$ cat config.mk
export PLATFORM = sky130hd
export DESIGN_NAME = sirv_cmp_timer_flat
export DESIGN_NICKNAME = d
export VERILOG_FILES = /design/src/rtl/sirv_cmp_timer_pkg.sv /design/src/rtl/sirv_cmp_timer_if.sv /design/src/rtl/sirv_cmp_timer_prescale.sv /design/src/rtl/sirv_gnrl_dfflr.sv /design/src/rtl/sirv_cmp_timer.sv /design/src/flat_wrapper.sv
export SDC_FILE = /design/constraint.sdc
export NUM_CORES = 1
export LEC_CHECK = 0
export ABC_CLOCK_PERIOD_IN_PS = 7700
export BUFFER_PORTS_ARGS = -buffer_cell sky130_fd_sc_hd__buf_2
export CORE_ASPECT_RATIO = 1.25
export CORE_MARGIN = 2
export CORE_UTILIZATION = 40
export CTS_CLUSTER_DIAMETER = 30
export CTS_CLUSTER_SIZE = 16
export DETAILED_ROUTE_END_ITERATION = 16
export PLACE_DENSITY_LB_ADDON = 0.08
export SLEW_MARGIN = 40
export SYNTH_ARGS = -nofsm -noshare
export SYNTH_HDL_FRONTEND = slang
export SYNTH_SLANG_ARGS = --single-unit
$ cat constraint.sdc
create_clock -name clk -period 7.7 [get_ports clk]
set_input_delay 1.54 -clock clk [delete_from_list [all_inputs] [get_ports clk]]
set_output_delay 1.54 -clock clk [all_outputs]
set_load 0.005 [all_outputs]
$ cat src/rtl/sirv_cmp_timer_pkg.sv
// sirv_cmp_timer_pkg: shared widths and helpers for the compare timer
package sirv_cmp_timer_pkg;
  localparam int CNT_W = 32;
  localparam int PRE_W = 16;
  localparam int SCALE_W = 4;
  function automatic logic [PRE_W-1:0] scale_mask(input logic [SCALE_W-1:0] s);
    return (PRE_W'(1) << s) - PRE_W'(1);
  endfunction
endpackage

$ cat src/rtl/sirv_cmp_timer_if.sv
// sirv_cmp_timer_if: configuration, load/clear strobes and status of the compare timer
interface sirv_cmp_timer_if;
  import sirv_cmp_timer_pkg::*;
  logic cfg_en;
  logic [SCALE_W-1:0] cfg_scale;
  logic cfg_zerocmp;
  logic [CNT_W-1:0] cfg_cmp;
  logic cnt_wr_en;
  logic [CNT_W-1:0] cnt_wr_data;
  logic ip_clr;
  logic [CNT_W-1:0] cnt;
  logic ip;
  logic irq_pulse;
  modport master (
    output cfg_en, cfg_scale, cfg_zerocmp, cfg_cmp, cnt_wr_en, cnt_wr_data, ip_clr,
    input cnt, ip, irq_pulse
  );
  modport slave (
    input cfg_en, cfg_scale, cfg_zerocmp, cfg_cmp, cnt_wr_en, cnt_wr_data, ip_clr,
    output cnt, ip, irq_pulse
  );
endinterface

$ cat src/rtl/sirv_cmp_timer_prescale.sv
// sirv_cmp_timer_prescale: free-running prescaler that ticks when it reaches 2^scale-1
module sirv_cmp_timer_prescale
  import sirv_cmp_timer_pkg::*;
(
  input  logic               clk,
  input  logic               rst_n,
  input  logic               en,
  input  logic [SCALE_W-1:0] scale,
  input  logic               clr,
  output logic               tick
);
  logic [PRE_W-1:0] pre, pre_nxt;
  // exact equality only: after a scale decrease pre runs on and wraps before ticking again
  assign tick = en && (pre == scale_mask(scale));
  assign pre_nxt = (clr || tick) ? '0 : pre + PRE_W'(1);
  sirv_gnrl_dfflr #(.DW(PRE_W)) u_pre (
    .clk(clk), .rst_n(rst_n), .lden(clr || en), .dnxt(pre_nxt), .qout(pre)
  );
endmodule

$ cat src/rtl/sirv_gnrl_dfflr.sv
// sirv_gnrl_dfflr: general load-enabled flop with asynchronous active-low reset to zero
module sirv_gnrl_dfflr #(
  parameter int DW = 32
) (
  input  logic          clk,
  input  logic          rst_n,
  input  logic          lden,
  input  logic [DW-1:0] dnxt,
  output logic [DW-1:0] qout
);
  always_ff @(posedge clk or negedge rst_n)
    if (!rst_n) qout <= '0;
    else if (lden) qout <= dnxt;
endmodule

$ cat src/rtl/sirv_cmp_timer.sv
// sirv_cmp_timer: prescaled 32-bit counter with compare, sticky pending flag and edge irq
module sirv_cmp_timer
  import sirv_cmp_timer_pkg::*;
(
  input  logic             clk,
  input  logic             rst_n,
  sirv_cmp_timer_if.slave  bus
);
  logic tick, match, ip, ip_nxt, irq;
  logic [CNT_W-1:0] cnt, cnt_nxt;
  sirv_cmp_timer_prescale u_prescale (
    .clk(clk), .rst_n(rst_n), .en(bus.cfg_en), .scale(bus.cfg_scale),
    .clr(bus.cnt_wr_en), .tick(tick)
  );
  assign match = cnt >= bus.cfg_cmp;
  // software load beats both the increment and the zerocmp clear
  assign cnt_nxt = bus.cnt_wr_en ? bus.cnt_wr_data
                 : (bus.cfg_zerocmp && match) ? '0
                 : cnt + CNT_W'(1);
  assign ip_nxt = match || (ip && !bus.ip_clr);
  sirv_gnrl_dfflr #(.DW(CNT_W)) u_cnt (
    .clk(clk), .rst_n(rst_n), .lden(bus.cnt_wr_en || tick), .dnxt(cnt_nxt), .qout(cnt)
  );
  sirv_gnrl_dfflr #(.DW(1)) u_ip (
    .clk(clk), .rst_n(rst_n), .lden(1'b1), .dnxt(ip_nxt), .qout(ip)
  );
  // registered alongside ip so the pulse lines up with the cycle ip first reads 1
  sirv_gnrl_dfflr #(.DW(1)) u_irq (
    .clk(clk), .rst_n(rst_n), .lden(1'b1), .dnxt(ip_nxt && !ip), .qout(irq)
  );
  assign bus.cnt = cnt;
  assign bus.ip = ip;
  assign bus.irq_pulse = irq;
endmodule
$ cat src/flat_wrapper.sv
// flat-port wrapper written by rule: the top's interface ports become plain ports
module sirv_cmp_timer_flat import sirv_cmp_timer_pkg::*;
  (clk, rst_n, bus_cfg_en, bus_cfg_scale, bus_cfg_zerocmp, bus_cfg_cmp, bus_cnt_wr_en, bus_cnt_wr_data, bus_ip_clr, bus_cnt, bus_ip, bus_irq_pulse);
  sirv_cmp_timer_if bus_i ();
  input  logic clk;
  input  logic rst_n;
  input wire logic [$bits(bus_i.cfg_en)-1:0] bus_cfg_en;
  input wire logic [$bits(bus_i.cfg_scale)-1:0] bus_cfg_scale;
  input wire logic [$bits(bus_i.cfg_zerocmp)-1:0] bus_cfg_zerocmp;
  input wire logic [$bits(bus_i.cfg_cmp)-1:0] bus_cfg_cmp;
  input wire logic [$bits(bus_i.cnt_wr_en)-1:0] bus_cnt_wr_en;
  input wire logic [$bits(bus_i.cnt_wr_data)-1:0] bus_cnt_wr_data;
  input wire logic [$bits(bus_i.ip_clr)-1:0] bus_ip_clr;
  output wire logic [$bits(bus_i.cnt)-1:0] bus_cnt;
  output wire logic [$bits(bus_i.ip)-1:0] bus_ip;
  output wire logic [$bits(bus_i.irq_pulse)-1:0] bus_irq_pulse;
  assign bus_i.cfg_en = bus_cfg_en;
  assign bus_i.cfg_scale = bus_cfg_scale;
  assign bus_i.cfg_zerocmp = bus_cfg_zerocmp;
  assign bus_i.cfg_cmp = bus_cfg_cmp;
  assign bus_i.cnt_wr_en = bus_cnt_wr_en;
  assign bus_i.cnt_wr_data = bus_cnt_wr_data;
  assign bus_i.ip_clr = bus_ip_clr;
  assign bus_cnt = bus_i.cnt;
  assign bus_ip = bus_i.ip;
  assign bus_irq_pulse = bus_i.irq_pulse;
  sirv_cmp_timer u_core (.clk(clk), .rst_n(rst_n), .bus(bus_i));
endmodule
# Word level (Yosys, flattened, before mapping)
# Index checks and enable logic that the tools add are counted.
word_totals:
  ff_bits: 50
  latchBits: 0
  ram_bits: 0
  mem_bits_ro: 0
  in_bits: 74
  out_inout_bits: 34
  word_cells: 22
  mem_count: 0
op_classes:
  add_sub_neg: 3
  multipliers: 0
  n_div: 0
  n_lt_le_gt_ge: 1
  eq_ne: 1
  n_shift: 1
  n_mux: 3
  bitwise: 0
  n_reduce_logical: 9
op_table:
  columns: ["operator", "count"]
  rows:
  - ["$mux W32", 2]
  - ["$add A32 B1 Y32 const B", 1]
  - ["$ge A32 B32 Y1", 1]
  - ["$add A16 B1 Y16 const B", 1]
  - ["$eq A16 B16 Y1", 1]
  - ["$mux W16", 1]
  - ["$shl A1 B4 Y16 const A", 1]
  - ["$sub A16 B2 Y16 const B", 1]
  - ["$logic_and A1 B1 Y1", 4]
  - ["$logic_or A1 B1 Y1", 3]
  - ["$logic_not A1 Y1", 2]

# Depth between registers and ports, before layout
# Gate-level depths: netlist of run 1.
logic_depth:
  depth_word: 6
  depth_mapped: 14

# Modules after synthesis
# A second synthesis of run 1 with hierarchy kept.
hier_totals:
  cells_unflattened: 514
  hier_area_um2: 4880.9
modules_own_cells:
  columns: ["module", "n_inst", "cells_each", "area_each_um2"]
  rows:
  - ["sirv_cmp_timer", 1, 277, 1861.8]
  - ["sirv_gnrl_dfflr at u_core.u_cnt", 1, 68, 1345.0]
  - ["sirv_cmp_timer_prescale", 1, 131, 944.7]
  - ["sirv_gnrl_dfflr at u_core.u_prescale.u_pre", 1, 34, 649.4]
  - ["sirv_gnrl_dfflr at u_core.u_ip ...", 2, 2, 40.0]

# Least setup slack after synthesis of run 1
# No wires, ideal clock.
synth_path:
  path_type: "input-to-reg"
  start: "input bus_cfg_scale[2]"
  end: "register u_core.u_cnt.qout[7]"
  arrival_ps: 4354
  path_slack_ps: 3277
  cell_stages: 13
  n_path_buf: 2
  path_cell_list: "buf_6 -> nor3_1 -> nand2_1 -> ha_1 -> buf_6 -> or4b_2 -> o221ai_1 -> xor2_1 -> a21oi_1 -> nand4_4 -> or2_4 -> or4_1 -> nand3_1"
synth_via:
  elab_chain_cells: 5
synth_lines:
  columns: ["item", "line_no", "rtl"]
  rows:
  - ["from (decl)", "flat_wrapper.sv:8", "input wire logic [$bits(bus_i.cfg_scale)-1:0] bus_cfg_scale;"]
  - ["$shl A1 B4 Y16", "sirv_cmp_timer_pkg.sv:7", "return (PRE_W'(1) << s) - PRE_W'(1);"]
  - ["$sub A16 B2 Y16", "sirv_cmp_timer_pkg.sv:7", null]
  - ["$eq A16 B16 Y1", "sirv_cmp_timer_prescale.sv:14", "assign tick = en && (pre == scale_mask(scale));"]
  - ["$logic_and A1 B1 Y1", "sirv_cmp_timer_prescale.sv:14", null]
  - ["$logic_or A1 B1 Y1", "sirv_cmp_timer.sv:22", ".clk(clk), .rst_n(rst_n), .lden(bus.cnt_wr_en || tick), .dnxt(cnt_nxt), .qout(cnt)"]
  - ["to (signal assigned)", "sirv_gnrl_dfflr.sv:13", "else if (lden) qout <= dnxt;"]
  - ["to (decl)", "sirv_gnrl_dfflr.sv:9", "output logic [DW-1:0] qout"]
# Every way passes these cells.
# A chain may end at the register's enable or synchronous reset.

# Final worst setup path of run 1
layout_path:
  start: "input bus_cfg_scale[3]"
  end: "register u_core.u_cnt.qout[20]"
# The elaborated chain is that of the path after synthesis.

==> results of run 1 <==
==> final cells by class <==
class,count,area [um2],area share (%)
multi-input cells,406,2609,53.00
repair buffers,111,565.5,11.49
inverters,50,187.7,3.813
well taps,129,161.4,3.279
clock buffers,7,142.6,2.898
flip-flops and latches,50,1251,25.42
clock inverters,1,5.005,0.1017
==> worst max-delay path, delay by kind of cell <==
family | cells | cell delay [ns]
buf+inv | 2 | 0.53
xor+xnor | 1 | 0.10
simple gates | 6 | 2.09
fa+ha+maj | 1 | 0.28
compound gates | 3 | 0.63
==> per-layer routing <==
layer / part of all wire (%) / wire [um] / track usage (%) / vias to the layer above
li1: - / - / - / 2067
met1: 45 / 5295 / 27.77 / 1934
met2: 51 / 6061 / 37.46 / 87
met3: 3.7 / 436 / 3.442 / 4
met4: 0.66 / 78 / 5.179 / 0
met5: 0 / 0 / 0 / -
==> cell usage after synthesis, types with 10 or more instances <==
cell type / number
nor2_1: 53
nand4_1: 12
o211ai_1: 17
o21ai_0: 35
a21oi_1: 27
dfrtp_1: 50
ha_1: 35
nand2_1: 62
or3_1: 10
inv_1: 50
nand3_1: 28
clkbuf_1: 11
==> flip-flops by register name (all words and copies together) (netlist names) <==
| signal | count |
|---|---|
| u_core.u_prescale.u_pre.qout | 16 |
| u_core.u_ip.qout | 1 |
| u_core.u_irq.qout | 1 |
| u_core.u_cnt.qout | 32 |
==> worst paths after layout <==
kind / to / from / cells after the start / slack [ns]
worst max-delay path: u_core.u_cnt.qout[20] / bus_cfg_scale[3] / 13 / 2.72
worst min-delay path: u_core.u_irq.qout / u_core.u_ip.qout / 1 / 0.45
worst max register to register: u_core.u_cnt.qout[20] / u_core.u_cnt.qout[5] / 11 / 4.32
worst min register to register: u_core.u_irq.qout / u_core.u_ip.qout / 1 / 0.45
max in group asynchronous: u_core.u_cnt.qout[29] / rst_n / 2 / 5.87
min in group asynchronous: u_core.u_prescale.u_pre.qout[6] / rst_n / 2 / 1.37
==> kinds of logic after synthesis <==
kind of cell             synth area share, %
adder cells (fa/ha/maj)                10.47
XOR/XNOR                               3.770
buffers and inverters                  7.690
AND/OR/NAND/NOR                        27.98
flip-flops                             29.92
multiplexers                          0.2394
AO/OA/AOI/OAI                          19.93
==> power groups by stage <==
| stage | sequential [W] | clock, W | combinational [W] |
|---|---|---|---|
| final | 0.000330 | 0.000227 | 0.000206 |
| after global routing | 0.000336 | 0.000246 | 0.000234 |
| after CTS | 0.000330 | 0.000234 | 0.000208 |
| after detailed placement | 0.000335 | 0 | 0.000208 |
| after global placement | 0.000334 | 0 | 0.000203 |
| after floorplan | 0.000323 | 0 | 0.000126 |
==> stage by stage <==
step	hold slack, ns	cells	instance area [um2]	total power, W
after floorplan	0.4495	528	4182	0.0004491
after global placement	0.4406	746	4775	0.0005368
after detailed placement	0.4465	746	4775	0.0005425
after CTS	0.4558	754	4922	0.0007724
after global routing	0.4823	754	4922	0.0008168
final	0.4460	754	4922	0.0007623
==> key figures, run 1 <==
Floorplanning
  – Starting density of the core: 41.17%
  – Core Box Area: 10160 um2
  – Die height: 118.3 um
  – Die Wd: 95.45 um
  – Io pins: 108
  – DIE AREA: 11290 um2
  – FP Rows: 41

Placed design
  – Port Buf Inserts: 107
  – Global placer's final weighted congestion: 0.8698
  – Post-detail-place hpwl: 8841 um
  – Post-Place Setup Slack: 2.417 ns

Synth
  – Synthesized instance count: 528
  – Top_reg_cell synth: dfrtp_1
  – Syn. warnings: 0
  – Netlist cell types: 59
  – Sequential area share after synthesis: 29.92%
  – Synth area leaders: dfrtp_1 (30%), ha_1 (10%), nand2_1 (5.6%), nor2_1 (4.8%), inv_1 (4.5%)
  – Register bit total from synthesis: 50
  – Syn Std Cell Area: 4182 um2
  – Area leader, netlist: dfrtp_1
  – Syn Nets: 637
  – Average size of a mapped cell: 7.920 um2
  – EDFF count, synth: 0
  – FFs w/ async S/R, synth: 100.0%
  – Yosys top cell area share: 29.92%

Worst setup path
  – Max FO, Critical Path: 19
  – CP Data Arrival Time: 5.18 ns
  – Worst path slowest cell: or4b_2
  – Crit Path Class: primary input to register
  – Worst path max stage delay: 0.69 ns
  – Worst path cell trace: buf_2 -> nor3_1 -> nand2_1 -> ha_1 -> or4b_2 -> o221ai_1 -> xor2_1 -> a21oi_1 -> nand4_4 -> nor2_1 -> buf_4 -> nand4_1 -> o211ai_1
  – CP Capture Type: register
  – Worst EP required: 7.90 ns
  – Worst setup SP type: primary input

Drt
  – Routed wire per std cell: 15.75 um
  – Residual DRC: 0
  – Initial DRC count: 210
  – Post-DRT Antenna Nets: 0
  – Pre-antenna DRT Iters: 4
  – Vias: 4092
  – Detailed-route wire length: 11870 um
  – DR vias/cell: 5.427

Cells and area
  – Ratio of cells with drive above 1 in the final layout: 21.28%
  – Syn-to-layout area delta: 17.71%
  – Final core utilization: 48.46%
  – Commonest cells after routing, fill and taps aside: buf_2 (107), nand2_1 (62), nor2_1 (53)
  – Commonest non-fill, non-tap cell in the layout: buf_2
  – Fillers: 1046
  – Nets: 733
  – Ant diodes: 0

Clocking
  – Number of gates resized after cts: 0
  – Clock slew at reported path FFs: 0.07 ns
  – Post-CTS Hold Buffers: 0
  – Max clock buf depth: 2
  – H-tree levels: 2
  – Root Buffer: clkbuf_16
  – CTS Buf Count: 5
  – CTS sink cnt: 50
  – CTS tree: yes
  – Post-CTS Setup Bufs: 0
  – Clock latency on the worst-skew pair: 0.29 ns

STA
  – Setup TNS: 0 ns
  – Final period utilization: 64.68%
  – Fin. max-slew vios: 0
  – Final Critical Period: 4.980 ns
  – Fmax: 200.8 MHz
  – RSZ-0062 raised after global routing: no
  – Rel. slew slack: 47.85%
  – PnR worst setup slack: 2.720 ns
  – Final setup vio count: 0
  – Worst-Margin Slew: 0.7822 ns
  – Final hold vios: 0
  – Final setup skew: 0.006805 ns

Global routing
  – Total Routing Usage GR: 21.61%
  – First-pass GRT wire length: 19300 um
  – Number of global-route vias before repair: 3945
  – Initial antenna violation count: 0
  – Largest net degree at the start of global routing: 51
  – Total grt overflow: 0

Power and ir drop
  – Sequential Power Share: 43.3%
  – Worst IR Drop VDD: 0.08950 mV
  – Net Sw Power: 0.0002509 W
  – Comb power frac: 27.0%
  – Pwr Density: 154.9 nW/um2
  – Sw Ratio: 32.91%
  – Clk pwr share: 29.8%
  – Static leakage: 2.301 nW
  – Pint: 0.0005114 W

Worst hold path
  – HP Class: register to register

Run status
  – Outcome: completed

Flow run
  – Max Cap Viol: 0
Power figures use the tool's default switching activity.
==> run 2, diff against run 1 <==
- ABC_AREA: not set -> 1
- ABC_CLOCK_PERIOD_IN_PS: 7700 -> 5200
- clock period: 7.7 -> 5.2 ns (I/O delays scaled with it)
==> run 2 against run 1 <==
Compared with the run above:
- wire length increased by 20%
- synthesized cell count increased by 48%
- register-to-register slack got worse by 1.8 ns
- via count increased by 23%
- setup slack got worse by 1.1 ns
- clock power increased by 44%
- critical path depth increased by 2
- total power increased by 46%
- highest routed layer unchanged
==> key figures, run 2 <==
STA
  – Setup TNS: 0 ns
  – Rel. slew slack: 56.34%
  – Fin. max-slew vios: 0
  – Final period utilization: 67.90%
  – RSZ-0062 raised after global routing: no
  – Fmax: 283.2 MHz
  – Final setup skew: 0.007600 ns
  – Final Critical Period: 3.531 ns
  – Final hold vios: 0
  – Worst hold slack: 0.5214 ns
  – Worst-Margin Slew: 0.6549 ns
  – Final setup vio count: 0

Cells and area
  – Largest regs: u_core.u_cnt.qout: 32 flops, u_core.u_prescale.u_pre.qout: 16 flops
  – Nets: 990
  – Multi-input gate area: 2909 um2
  – Finished Layout Cells: 1042
  – Commonest non-fill, non-tap cell in the layout: nand2_1
  – Syn-to-layout area delta: 16.88%
  – Ratio of cells with drive above 1 in the final layout: 14.42%
  – Fillers: 1325
  – Final core utilization: 48.02%
  – Max reg flops: 32
  – Top reg by flops: u_core.u_cnt.qout
  – Sequential cell area: 1251 um2
  – Ant diodes: 0
  – Commonest cells after routing, fill and taps aside: nand2_1 (247), inv_1 (140), buf_2 (107)

Synth
  – Syn Std Cell Area: 4795 um2
  – Yosys top cell area share: 26.10%
  – Average size of a mapped cell: 6.131 um2
  – Top_reg_cell synth: dfrtp_1
  – FFs w/ async S/R, synth: 100.0%
  – Sequential area share after synthesis: 26.10%
  – Most numerous cell in the Yosys netlist: nand2_1
  – EDFF count, synth: 0
  – Synthesized instance count: 782
  – Synth area leaders: dfrtp_1 (26%), nand2_1 (19%), inv_1 (11%), nand3_1 (10%), ha_1 (9.1%)
  – Syn Nets: 891
  – Netlist cell types: 28
  – Area leader, netlist: dfrtp_1
  – Register bit total from synthesis: 50
  – Post-synth top cells: nand2_1 (248), inv_1 (140), nand3_1 (97)
  – Syn. warnings: 0

Worst setup path
  – Max FO, Critical Path: 24
  – Worst setup SP type: primary input
  – Critical path launch point: bus_cfg_scale[3]
  – Critical R2R Launch: u_core.u_cnt.qout[29]
  – Reg-to-reg endpoint: u_core.u_cnt.qout[18]
  – Crit Path Class: primary input to register
  – Flop2flop setup slack: 2.50 ns
  – Worst setup path end: u_core.u_cnt.qout[6]
  – Worst reg-to-reg path cell count: 10
  – Worst EP required: 5.43 ns
  – CP Capture Type: register
  – CP Data Arrival Time: 3.76 ns

Floorplanning
  – Starting density of the core: 41.08%
  – Die Wd: 101.9 um
  – FP Rows: 44
  – Io pins: 108
  – DIE AREA: 12880 um2
  – Core Box Area: 11670 um2
  – Die height: 126.4 um

Clocking
  – Post-CTS Hold Buffers: 0
  – Number of gates resized after cts: 0
  – H-tree levels: 2
  – Clock latency on the worst-skew pair: 0.30 ns
  – CTS tree: yes
  – CTS sink cnt: 50
  – Root Buffer: clkbuf_16
  – Post-CTS Setup Bufs: 0
  – Clock slew at reported path FFs: 0.07 ns
  – CTS Buf Count: 5
  – Max clock buf depth: 2

Drt
  – Initial DRC count: 170
  – Routed wire per std cell: 13.63 um
  – Metal-1 WL: 5957 um
  – Residual DRC: 0
  – WL met3: 495 um
  – Pre-antenna DRT Iters: 5
  – DR vias/cell: 4.839
  – Detailed-route wire length: 14200 um
  – DR top layer: met4
  – Vias: 5042
  – Post-DRT Antenna Nets: 0
  – Routed length on met2: 7275 um

Worst hold path
  – HP Class: register to register

Placed design
  – Port Buf Inserts: 107
  – DP Cell Count: 1035
  – Global placer's final weighted congestion: 0.9251
  – Post-detail-place hpwl: 11200 um

Global routing
  – Initial antenna violation count: 0
  – First-pass GRT wire length: 23380 um
  – Largest net degree at the start of global routing: 51
  – Number of global-route vias before repair: 4828
  – Total grt overflow: 0
  – Total Routing Usage GR: 22.88%

Power and ir drop
  – Pwr Density: 199.0 nW/um2
  – Worst IR Drop VDD: 0.1164 mV
  – Static leakage: 3.187 nW

Flow run
  – Max Cap Viol: 0

Run status
  – Outcome: completed
[run 2: cell types whose count changed after synthesis, moves of 9 or more]
cell and change:
and3_1 -9, o21ai_0 -29, o211ai_1 -17, nand2_1 +186, nor2_1 +17, nor3_1 +23
or3_1 -10, inv_1 +90, xor2_1 +19, nand3_1 +69, a22oi_1 -9
[run 2: how the worst min path moves through the flow]
stage	to	cells after the start	slack (ns)	start
3_3_place_gp	u_core.u_irq.qout	3	0.50	u_core.u_ip.qout
3_5_place_dp	u_core.u_irq.qout	3	0.51	u_core.u_ip.qout
4_1_cts	u_core.u_irq.qout	3	0.52	u_core.u_ip.qout
5_1_grt	u_core.u_irq.qout	3	0.57	u_core.u_ip.qout
2_1_floorplan	u_core.u_prescale.u_pre.qout[15]	2	0.50	u_core.u_prescale.u_pre.qout[15]
6_report	u_core.u_irq.qout	3	0.52	u_core.u_ip.qout
[run 2: layout make-up]
cell class,count,share of cell area (%)
flip-flops and latches,50,22.33
multi-input cells,570,51.91
inverters,143,9.578
repair buffers,111,10.09
well taps,161,3.595
clock inverters,2,0.2679
clock buffers,5,2.233
[run 2: stage by stage]
stage	total power (W)	area (um2)	worst slack [ns]
floorplan	0.0006663	4795	2.328
global placement	0.0007929	5461	1.379
detailed placement	0.0007990	5464	1.357
CTS	0.001127	5604	1.656
global route	0.001200	5604	1.328
finish	0.001115	5604	1.669
[run 2: cells by family (layout without fill, tap and decap cells)]
group | Yosys count | count (layout) | synth area share, %
adders and majority gates | 35 | 35 | 9.134
DFF | 50 | 50 | 26.10
buffers and inverters | 162 | 261 | 13.28
and+or+nand+nor | 467 | 467 | 41.52
AOI/OAI and AO/OA | 34 | 34 | 3.758
xor gates and xnor gates | 34 | 34 | 6.211
[run 2: layer usage]
| metal | track usage [%] | vias up |
|---|---|---|
| met5 | 0 | - |
| met4 | 8.784 | 0 |
| met3 | 2.259 | 27 |
| met2 | 41.10 | 103 |
| met1 | 27.71 | 2290 |
| li1 | - | 2622 |
[run 2: critical path, cell delays in order]
cell	delay, ns
buf_2	0.17
nor2_1	0.35
nand2_1	0.13
ha_1	0.33
nand2_1	0.06
nand3b_1	0.07
nor2_1	0.09
nand2_1	0.05
nor2_1	0.08
nand3_1	0.07
nor2_1	0.13
nand3_2	0.32
nor2_4	0.59
nand3_1	0.15
nand2_1	0.10
[run 2: where the power goes]
| part | switching (W) | leakage (nW) | internal (W) | total [W] |
|---|---|---|---|---|
| Combinational | 0.000182 | 2.49 | 0.000129 | 0.000311 |
| Sequential | 0.0000586 | 0.632 | 0.000418 | 0.000477 |
| Clock | 0.000151 | 0.0619 | 0.000176 | 0.000327 |
| Total | 0.000392 | 3.19 | 0.000723 | 0.00112 |
